===== src/rtl/branch_ctrl.sv =====
// Branch-resolution block: run/halt FSM, compare-result register and writable
// jump-target table. Define BRANCH_STATS_EN to add the TakenCnt redirect counter.
module branch_ctrl #(
  parameter int A = 10,
  parameter int L = 3,
  parameter int W = 8
) (
  input  logic         clk,
  input  logic         Reset,
  input  logic         Valid,
  input  logic         IsCmp,
  input  logic         IsBeq,
  input  logic         IsJmp,
  input  logic         IsHalt,
  input  logic [W-1:0] CmpA,
  input  logic [W-1:0] CmpB,
  input  logic [L-1:0] LutIdx,
  input  logic         LutWe,
  input  logic [L-1:0] LutWaddr,
  input  logic [A-1:0] LutWdata,
  output logic         beq_flag,
  output logic         jmp_flag,
  output logic [A-1:0] Target,
  output logic         Done
`ifdef BRANCH_STATS_EN
  ,
  output logic [15:0]  TakenCnt
`endif
);

  typedef enum logic [1:0] {
    IDLE = 2'd0,
    RUN  = 2'd1,
    HALT = 2'd2
  } state_t;

  state_t         state_q, state_d;
  logic           eq_q, eq_d;
  logic           done_q, done_d;
  logic [A-1:0]   lut_q [2**L];

  logic           act;
  logic           do_halt, do_jmp, do_beq, do_cmp;

  // Valid qualifies the Is* strobes in RUN only; there is no back-pressure.
  // Only the highest-priority decoded op acts: Halt > Jmp > Beq > Cmp.
  always_comb begin
    act     = (state_q == RUN) && Valid;
    do_halt = act && IsHalt;
    do_jmp  = act && IsJmp && !IsHalt;
    do_beq  = act && IsBeq && !IsJmp && !IsHalt;
    do_cmp  = act && IsCmp && !IsBeq && !IsJmp && !IsHalt;
  end

  always_comb begin
    state_d = state_q;
    eq_d    = eq_q;
    unique case (state_q)
      IDLE:    state_d = RUN;
      RUN:     if (do_halt) state_d = HALT;
      HALT:    state_d = HALT;
      default: state_d = IDLE;
    endcase
    if (do_cmp) eq_d = (CmpA == CmpB);
    done_d = (state_d == HALT);
  end

  always_ff @(posedge clk or negedge Reset) begin
    if (!Reset) begin
      state_q <= IDLE;
      eq_q    <= 1'b0;
      done_q  <= 1'b0;
    end else begin
      state_q <= state_d;
      eq_q    <= eq_d;
      done_q  <= done_d;
    end
  end

  // Table is cleared by reset; software reloads targets afterwards.
  always_ff @(posedge clk or negedge Reset) begin
    if (!Reset) begin
      for (int i = 0; i < 2**L; i++) lut_q[i] <= '0;
    end else if (LutWe) begin
      lut_q[LutWaddr] <= LutWdata;
    end
  end

  // beq uses the registered compare result, so a same-cycle compare is not seen.
  assign jmp_flag = do_jmp;
  assign beq_flag = do_beq && eq_q;
  assign Target   = lut_q[LutIdx];
  assign Done     = done_q;

`ifdef BRANCH_STATS_EN
  logic [15:0] cnt_q, cnt_d;

  always_comb begin
    cnt_d = cnt_q;
    if ((beq_flag || jmp_flag) && (cnt_q != 16'hFFFF)) cnt_d = cnt_q + 16'd1;
  end

  always_ff @(posedge clk or negedge Reset) begin
    if (!Reset) cnt_q <= '0;
    else        cnt_q <= cnt_d;
  end

  assign TakenCnt = cnt_q;
`endif

endmodule


===== config.mk =====
export PLATFORM = sky130hd
export DESIGN_NAME = branch_ctrl
export DESIGN_NICKNAME = d
export VERILOG_FILES = /design/src/rtl/branch_ctrl.sv
export SDC_FILE = /design/constraint.sdc
export NUM_CORES = 1
export LEC_CHECK = 0
export CAP_MARGIN = 20
export CORE_MARGIN = 5
export CORE_UTILIZATION = 40
export DETAILED_ROUTE_END_ITERATION = 8
export SLEW_MARGIN = 10
export SYNTH_ARGS = -nofsm -noshare
export SYNTH_HDL_FRONTEND = slang
export SYNTH_SLANG_ARGS = --single-unit

===== constraint.sdc =====
create_clock -name clk -period 1.9 [get_ports clk]
set_input_delay 0.38 -clock clk [delete_from_list [all_inputs] [get_ports clk]]
set_output_delay 0.38 -clock clk [all_outputs]
set_load 0.02 [all_outputs]

==> metrics.md <==
| Metric | Value |
|---|---|
| Status | `complete, but fails checks` |
| Failing checks | `setup timing` |
| CTS Buffer Depth | `2` |
| Worst-path fanout max | `2` |
| CTS tree | `built` |
| Slew margin rel. | `77.0%` |
| Area Overhead vs Synth | `35.5%` |
| Antenna violations before repair | `0` |
| FFs w/ async S/R, synth | `100%` |
| Yosys warns | `0` |
| Yosys cell types | `23` |
| Ports | `53` |
| Max cap viols | `0` |
| Max frequency | `500 MHz` |
| Core box area | `9640 sq um` |
| Post-Synthesis Net Count | `280` |
| Cells after synthesis | `240` |
| Avg Inst Size Synth | `16.2 sq um` |
| # rows | `36` |
| Ranking of synthesized cells by area | `dfrtp_1 (54%), mux2_2 (26%), mux4_2 (12%), xnor2_1 (1.8%), buf_2 (1.2%)` |
| Hold Vio Cnt, Final | `0` |
| GPL Wtd Cong | `0.674` |
| Final #Nets | `366` |
| Most common cell after layout, fill and taps aside | `dfrtp_1` |
| Sinks on Clock Net | `84` |
| Setup Skew | `0.000401 ns` |
| Share of cells above drive strength 1 | `55.3%` |
| Reg power frac | `47.4%` |
| FF+latch count, synth | `84` |
| Clock power share | `26.4%` |
| CTS Buf Count | `9` |
| DIE AREA | `11800 sq um` |
| PD cells | `945 nW/um^2` |
| H-tree depth | `3` |
| Seq/Total Area, Yosys | `54.1%` |
| Pin count of the biggest net entering global routing | `40` |
| Internal Power | `3680 uW` |
| Clock slew at reported path FFs | `0.09 ns` |
| Switching power | `1310 uW` |
| Largest area contributor in the netlist | `dfrtp_1` |
| Most frequent cells in the layout | `dfrtp_1 (84), mux2_2 (80), clkdlybuf4s50_1 (36)` |
| Number of global-route vias before repair | `2613` |
| Global-route wire length before repair | `14300 um` |
| Setup Slack @ Placement | `-0.952 ns` |
| Min Hold Slack | `0.385 ns` |
| VDD IR-drop max | `477 uV` |
| Synth top area share | `54.1%` |
| HPWL Detailed | `5550 um` |
| DRC | `0` |
| Switching share of power | `26.2%` |
| Fin. max-slew vios | `0` |
| Clk_lat worst skew | `0.35 ns` |
| Setup-failing EPs final | `11` |
| Slew @ Worst Pin | `0.346 ns` |
| Fin worst setup slack | `-0.101 ns` |
| Total grt overflow | `0` |
| DR vias | `2394` |
| Routed Antenna Nets | `0` |
| Worst EP arrival | `1.62 ns` |
| Post-synthesis cell area | `3890 sq um` |
| Drt initial violations | `73` |
| Die width | `109 um` |
| RSZ-0062 raised after global routing | `true` |
| Critical Path RT | `1.52 ns` |
| Layout Cells excl Fill | `464` |
| Ant. Diodes | `0` |
| Period minus WS final | `2.00 ns` |
| HP Class | `primary input to register` |
| Die Ht | `109 um` |
| Top FF cell, synth | `dfrtp_1` |
| Initial core utilization | `40.3%` |
| Crit path kind | `register to primary output` |
| Worst Setup End Kind | `primary output` |
| IO buf count | `52` |
| DP Cell Count | `440` |
| TritonRoute pass-1 iters | `4` |
| CTS root buf | `clkbuf_8` |
| Startpoint types | `register` |
| DR WL/cell | `19.3 um` |
| Total track usage | `16.5%` |
| Period utilisation layout | `105%` |
| Post-synth EDFFs | `0` |
| Comb pwr share | `26.2%` |
| Via/cell ratio | `5.16` |
| Final wirelength | `8960 um` |
| Leak | `0.00220 uW` |
==> worst paths after layout <==
path / start / end / slack, ns / depth (start not counted)
hold reg to reg: lut_q[12] / lut_q[12] / 0.50 / 1
hold / removal: IsHalt / state_q[0] / 0.39 / 2
setup reg to reg: state_q[1] / eq_q / 0.42 / 3
min in group asynchronous: Reset / lut_q[28] / 0.49 / 2
max in group asynchronous: Reset / lut_q[4] / 0.79 / 3
setup / recovery: lut_q[43] / Target[3] / -0.10 / 3
==> area by class of cell <==
cell class | instances | area, sq um
fill | 835 | 4370
sequential | 84 | 2100
multi-input combinational | 143 | 1790
timing repair buffer | 87 | 998
tap | 133 | 166
clock buffer | 10 | 138
clock inverter | 6 | 70.1
inverter | 1 | 3.75
==> state kept, by name, indices dropped and copies added, names as in the netlist <==
register  flops
Done          1
state_q       2
lut_q        80
eq_q          1
==> synthesized netlist by cell type (all sizes together) (3+ instances only) <==
master / n
buf: 10
dfrtp: 84
mux2: 90
mux4: 20
nand2: 3
nand4: 3
nand4b: 3
nor3: 3
xnor2: 8
==> power by group through the flow <==
stage	clock, uW	combinational [uW]	sequential, uW
6_report	1320	1300	2360
3_3_place_gp	0	1160	2380
5_1_grt	1430	1400	2410
3_5_place_dp	0	1190	2400
2_1_floorplan	0	757	2330
4_1_cts	1360	1310	2360
==> stage by stage <==
step | utilization [%] | total power, uW | instance area [sq um] | TNS (ns)
CTS | 54.3 | 5030 | 5240 | -1.23
detailed placement | 50.4 | 3590 | 4850 | -13.84
finish | 54.7 | 4980 | 5270 | -0.919
floorplan | - | 3090 | 3890 | 0
global placement | 50.4 | 3550 | 4850 | -12.94
global route | 54.7 | 5240 | 5270 | -1.50
==> what timing repair did <==
action / CTS / global route
endpoints found under the setup margin: 12 / 12
setup buffers: 2 / 1
pin swaps: 3 / 2
hold buffers: 1 / 0
gates cloned: 4 / 0
gates resized for setup: 94 / 6
hold endpoints to repair: 23 / 0
==> kinds of logic (layout without fill, tap and decap cells) <==
| logic type | after synthesis | in the layout | synth area share [%] |
|---|---|---|---|
| AO/OA/AOI/OAI | 3 | 3 | 0.612 |
| XOR/XNOR | 8 | 8 | 1.80 |
| AND/OR/NAND/NOR | 20 | 20 | 3.83 |
| buffers and inverters | 13 | 104 | 1.54 |
| multiplexers | 112 | 112 | 38.2 |
| flip-flops | 84 | 84 | 54.1 |
==> critical path: stages (launching register included) <==
cell and delay [ns]:
dfrtp_1 0.39, mux4_2 0.46, mux2_4 0.29, buf_6 0.13
==> layer usage <==
metal	track usage [%]	wire, um	share of wire [%]	up-vias
met5	0	0	0	-
met4	5.68	107	1.2	0
met3	2.75	333	3.7	8
met2	27.8	4440	50	51
met1	21.5	4080	46	1250
li1	-	-	-	1085
No activity file was read; power rests on OpenSTA's default activity.
